**src/rtl/fifo_pkg.sv**
```systemverilog
// Shared constants and the one-hot token rotate helper for the token-ring FIFO.
package fifo_pkg;

    localparam int N_CELLS_DEF    = 16;
    localparam int DATA_WIDTH_DEF = 8;
    localparam int TOKEN_MAX      = 64;

    // Rotate a one-hot token left by one within the low n_cells bits; the top bit wraps to bit 0.
    function automatic logic [TOKEN_MAX-1:0] token_rotate(input logic [TOKEN_MAX-1:0] tok,
                                                          input int                   n_cells);
        logic [TOKEN_MAX-1:0] top_bit;
        logic [TOKEN_MAX-1:0] r;
        top_bit = TOKEN_MAX'(1) << (n_cells - 1);
        r       = (tok << 1) & ~(top_bit << 1);
        if ((tok & top_bit) != '0) begin
            r = r | TOKEN_MAX'(1);
        end
        return r;
    endfunction

endpackage

```
**src/rtl/fifo_cell.sv**
```systemverilog
// One storage cell of the token-ring FIFO: a data register plus its occupied flag.
module fifo_cell
    import fifo_pkg::*;
#(
    parameter int DATA_WIDTH = DATA_WIDTH_DEF
) (
    input  logic                  clk,
    input  logic                  rst_n,
    input  logic                  put_en,
    input  logic                  get_en,
    input  logic [DATA_WIDTH-1:0] data_in,
    output logic [DATA_WIDTH-1:0] data,
    output logic                  full
);

    // put_en and get_en never coincide: the tokens only share a cell at full or empty,
    // where one of the two requests is already rejected upstream.
    always_ff @(posedge clk or negedge rst_n) begin
        if (!rst_n) begin
            data <= '0;
            full <= 1'b0;
        end else begin
            if (put_en) begin
                data <= data_in;
                full <= 1'b1;
            end else if (get_en) begin
                full <= 1'b0;
            end
        end
    end

endmodule

```
**src/rtl/fifo_cell_array.sv**
```systemverilog
// Token-ring FIFO storage: N_CELLS cells addressed by rotating one-hot put/get tokens.
// Optional sticky overflow/underflow flags are built only when FIFO_ERR_FLAG_EN is defined.
module fifo_cell_array
    import fifo_pkg::*;
#(
    parameter int N_CELLS    = N_CELLS_DEF,
    parameter int DATA_WIDTH = DATA_WIDTH_DEF
) (
    input  logic                  clk,
    input  logic                  rst_n,
    input  logic                  put,
    input  logic [DATA_WIDTH-1:0] data_put,
    input  logic                  get,
    output logic [DATA_WIDTH-1:0] data_get,
    output logic                  valid_get,
    output logic [N_CELLS-1:0]    f_o,
    input  logic                  full_i,
    input  logic                  empty_i,
    output logic                  overflow,
    output logic                  underflow
);

    logic                  put_acc;
    logic                  get_acc;
    logic [N_CELLS-1:0]    put_tok;
    logic [N_CELLS-1:0]    get_tok;
    logic [DATA_WIDTH-1:0] cell_data [N_CELLS];
    logic [DATA_WIDTH-1:0] rd_data;

    // full_i/empty_i come back combinationally from the detectors fed by f_o.
    assign put_acc = put & ~full_i;
    assign get_acc = get & ~empty_i;

    for (genvar i = 0; i < N_CELLS; i++) begin : g_cell
        fifo_cell #(
            .DATA_WIDTH(DATA_WIDTH)
        ) u_cell (
            .clk    (clk),
            .rst_n  (rst_n),
            .put_en (put_acc & put_tok[i]),
            .get_en (get_acc & get_tok[i]),
            .data_in(data_put),
            .data   (cell_data[i]),
            .full   (f_o[i])
        );
    end

    always_comb begin
        rd_data = '0;
        for (int i = 0; i < N_CELLS; i++) begin
            if (get_tok[i]) begin
                rd_data = rd_data | cell_data[i];
            end
        end
    end

    always_ff @(posedge clk or negedge rst_n) begin
        if (!rst_n) begin
            put_tok   <= N_CELLS'(1);
            get_tok   <= N_CELLS'(1);
            data_get  <= '0;
            valid_get <= 1'b0;
        end else begin
            valid_get <= get_acc;
            if (put_acc) begin
                put_tok <= N_CELLS'(token_rotate(TOKEN_MAX'(put_tok), N_CELLS));
            end
            if (get_acc) begin
                get_tok  <= N_CELLS'(token_rotate(TOKEN_MAX'(get_tok), N_CELLS));
                data_get <= rd_data;
            end
        end
    end

`ifdef FIFO_ERR_FLAG_EN
    always_ff @(posedge clk or negedge rst_n) begin
        if (!rst_n) begin
            overflow  <= 1'b0;
            underflow <= 1'b0;
        end else begin
            overflow  <= overflow | (put & full_i);
            underflow <= underflow | (get & empty_i);
        end
    end
`else
    assign overflow  = 1'b0;
    assign underflow = 1'b0;
`endif

endmodule

```
**config.mk**
```make
export PLATFORM = sky130hd
export DESIGN_NAME = fifo_cell_array
export DESIGN_NICKNAME = d
export VERILOG_FILES = /design/src/rtl/fifo_pkg.sv /design/src/rtl/fifo_cell.sv /design/src/rtl/fifo_cell_array.sv
export SDC_FILE = /design/constraint.sdc
export NUM_CORES = 1
export LEC_CHECK = 0
export ABC_AREA = 1
export CORE_ASPECT_RATIO = 0.75
export CORE_MARGIN = 3
export CORE_UTILIZATION = 53
export CTS_CLUSTER_SIZE = 24
export DETAILED_ROUTE_END_ITERATION = 7
export GPL_ROUTABILITY_DRIVEN = 0
export PLACE_DENSITY = 0.76
export SLEW_MARGIN = 20
export SYNTH_ARGS = -nofsm -noshare
export SYNTH_HDL_FRONTEND = slang
export SYNTH_SLANG_ARGS = --single-unit
```
**constraint.sdc**
```tcl
create_clock -name clk -period 1.7 [get_ports clk]
set_clock_uncertainty 0.2 [all_clocks]
set_input_delay 0.34 -clock clk [delete_from_list [all_inputs] [get_ports clk]]
set_output_delay 0.34 -clock clk [all_outputs]
set_load 0.1 [all_outputs]
```
==> flow_summary_export.csv, run 1 <==
group,metric,value,unit
clock_tree,clk_pin_slew_worst_paths,70,ps
setup_path,critPathCaptureType,"flip-flop",
routing,ant_nets,0,
logic_synthesis,yosys.area_share.adder,0,%
clock_tree,ctsResizeCount,0,
routing,drtPass1Iterations,5,
routing,wl_per_cell,16.7,µm
placed_design,post-dp-hpwl,12900,µm
logic_synthesis,yosys.area.top_type,"dfrtp_1",
run_status,status,"completed",
setup_path,cp_top_family,"simple AND/OR/NAND/NOR gates",
placed_design,place_inst,1125,
grt,antenna_found_initial,0,
setup_path,cp_max_fo,7,
grt,grt_pass1_vias,5765,
timing,maxSlewViolCount,0,
layout,area_growth,18.3,%
clock_tree,cts-root-buf,"clkbuf_16",
logic_synthesis,synth_xor_area_share,0,%
logic_synthesis,synth_compound_area_share,10.7,%
clock_tree,hold_buffers,1,
timing,maxSlewHeadroom,56.3,%
routing,first_iter_violations,622,
setup_path,start_kind,"flip-flop",
grt,grt_overflow,0,
logic_synthesis,synthTopCellsByArea,"dfrtp_1 58%, nand2_1 17%, o21ai_0 5.1%, o21ai_1 5.1%, nor2_1 3.4%",
setup_path,crit_chain,"nand2_1 -> nand2_1 -> nor2_1 -> nand3_1 -> nor2_1 -> nor2_1",
logic_synthesis,yosysMostFrequentCell,"nand2_1",
clock_tree,worstSkewPairLatency,440,ps
logic_synthesis,synthFlopType,"dfrtp_1",
logic_synthesis,ys_seq_elements,185,
logic_synthesis,synth_top_area_share,58.0,%
routing,vias,6103,
grt,track_usage,24.6,%
layout,final_layout_size_suffix_gt1_share,10.8,%
setup_path,slowest_delay,510,ps
pwr,power_density,1020,nW/µm²
timing,min_period,1610,ps
setup_path,critPathBufInv,0,
die,die_h,112,µm
pwr,p_int,7.09,mW
clock_tree,postCtsSetupRepairBufs,0,
timing,worstMarginPinSlew,655,ps
timing,setup_viol,0,
logic_synthesis,synth_top_family_by_area,"simple AND/OR/NAND/NOR gates",
logic_synthesis,netlist_top_cells_count,"361 x nand2_1, 183 x dfrtp_1, 81 x o21ai_0",
die,start_util,55.9,%
setup_path,critical_path_arrival,1740,ps
die,fp.dieW,147,µm
pwr,p_switching,2.45,mW
logic_synthesis,synthSimpleGateAreaFrac,23.1,%
logic_synthesis,muxShareOfSynthArea,0,%
logic_synthesis,synth_warnings,0,
clock_tree,cts_tree,"yes",
routing,viasPerCell,5.27,
timing,fin_setup_tns,0,ps
grt,grt_pass1_wl,30800,µm
die,core,14100,µm²
timing,finalHoldViolCount,0,
pwr,p_sw_share,25.7,%
clock_tree,cts_buffer_depth,2,
flow_run,cap_violations,0,
pwr,clockPowerShare,42.1,%
logic_synthesis,ys_seq_area_share,58.7,%
clock_tree,clock-sinks,185,
logic_synthesis,ys_types,18,
logic_synthesis,synth_area,7890,µm²
setup_path,path_class,"flip-flop to flip-flop",
logic_synthesis,netlist_instances,927,
routing,wl,19300,µm
timing,grt_setup_unrepaired,"no",
logic_synthesis,synth_edf_count,0,
setup_path,cp_common_cell,"nor2_1",
layout,final_cells,1158,
clock_tree,htree_levels,4,
routing,drc,0,
layout,nNetsFinal,964,
min_path,hp-class,"primary input to asynchronous set/reset pin",
setup_path,cp_slowest_cell,"dfrtp_1",
die,ios,41,
logic_synthesis,synth_area_per_cell,8.51,µm²
placed_design,io_buffer_count,38,
layout,diodes,0,
die,num_rows,37,
grt,grt_max_degree,45,
pwr,vdd_drop_max,0.000802,V
pwr,p_leak,4.86,nW
die,dieArea,16400,µm²
timing,finalCritPeriodShare,94.8,%
pwr,pwr-share-seq,49.6,%
logic_synthesis,async_flop_share,100,%
pwr,combPwrFrac,8.3,%
setup_path,crit_start,"get_tok[12]",
setup_path,r2r-start,"get_tok[12]",
setup_path,crit_required,1820,ps
timing,max_freq,620,MHz
clock_tree,numCtsBuffers,17,
[cell usage in the layout, fill, tap and decap left out, types with 4 or more instances in the layout]
cell,n
nand2_1,361
dfrtp_1,183
o21ai_0,81
o21ai_1,80
nor2_1,71
inv_1,50
buf_12,36
buf_4,18
clkbuf_16,17
clkdlybuf4s50_1,12
nand2_4,10
a21oi_1,8
nand3_1,8
nand2_2,6
clkinvlp_4,4
clkinv_2,4
[logic make-up (layout without fill, tap and decap cells)]
group           Yosys count  in the layout
other cells               1              2
simple gates            457            457
flops                   185            185
compound gates          169            169
buf+inv                 115            150
[routing by layer]
| metal | part of all wire, % | GRT usage, % | up-vias | routed length [µm] |
|---|---|---|---|---|
| li1 | - | - | 2934 | - |
| met1 | 46 | 36.1 | 2929 | 8940 |
| met3 | 8.3 | 7.16 | 31 | 1600 |
| met4 | 1.6 | 8.52 | 0 | 316 |
| met2 | 44 | 35.2 | 209 | 8490 |
| met5 | 0 | 0 | - | 0 |
[sequential cells by signal, indices dropped and copies added (netlist names)]
register	flops
g_cell.u_cell.full	16
get_tok	16
valid_get	1
data_get	8
g_cell.u_cell.data	128
put_tok	16
[path summary, 6_finish.rpt]
kind                       slack [ps]                       end  cells after the start
min in group clk                  290  g_cell[3].u_cell.data[6]                      2
max in group asynchronous         570                get_tok[0]                      3
min                               170                get_tok[2]                      2
max reg2reg                        90               data_get[4]                      6
max                                90               data_get[4]                      6
min reg2reg                       290  g_cell[3].u_cell.data[6]                      2
[power groups by stage]
stage | Sequential, mW | Clock [mW] | Combinational [mW]
2_1_floorplan | 4.77 | 0 | 0.369
3_3_place_gp | 4.80 | 0 | 0.772
3_5_place_dp | 4.80 | 0 | 0.784
4_1_cts | 4.72 | 4.05 | 0.794
5_1_grt | 4.74 | 4.26 | 0.845
6_report | 4.73 | 4.02 | 0.790
[final cells by class]
type | instances | area (µm²)
clock inverters | 12 | 149
well taps | 195 | 244
fillers | 1117 | 4790
clock buffers | 20 | 447
flip-flops and latches | 185 | 4630
repair buffers | 68 | 997
multi-input cells | 628 | 2680
inverters | 50 | 188
[stage by stage]
stage | total power, mW | cell area [µm²] | utilization [%] | hold WS, ps | setup slack (ps)
global route | 9.85 | 9330 | 66.1 | 182 | 44.0
CTS | 9.57 | 9330 | 66.1 | 164 | 81.9
finish | 9.54 | 9330 | 66.1 | 167 | 87.9
global placement | 5.58 | 8730 | 61.8 | 59.2 | -215
detailed placement | 5.59 | 8730 | 61.8 | 59.7 | -231
floorplan | 5.14 | 7890 | - | -156 | 233
No activity file was read; power rests on OpenSTA's default activity.
==> run 2, diff against run 1 <==
- ABC_CLOCK_PERIOD_IN_PS: unset -> 1700
==> results of run 2 <==
Same layout as run 1: the final DEF is identical, and so are final timing and power.
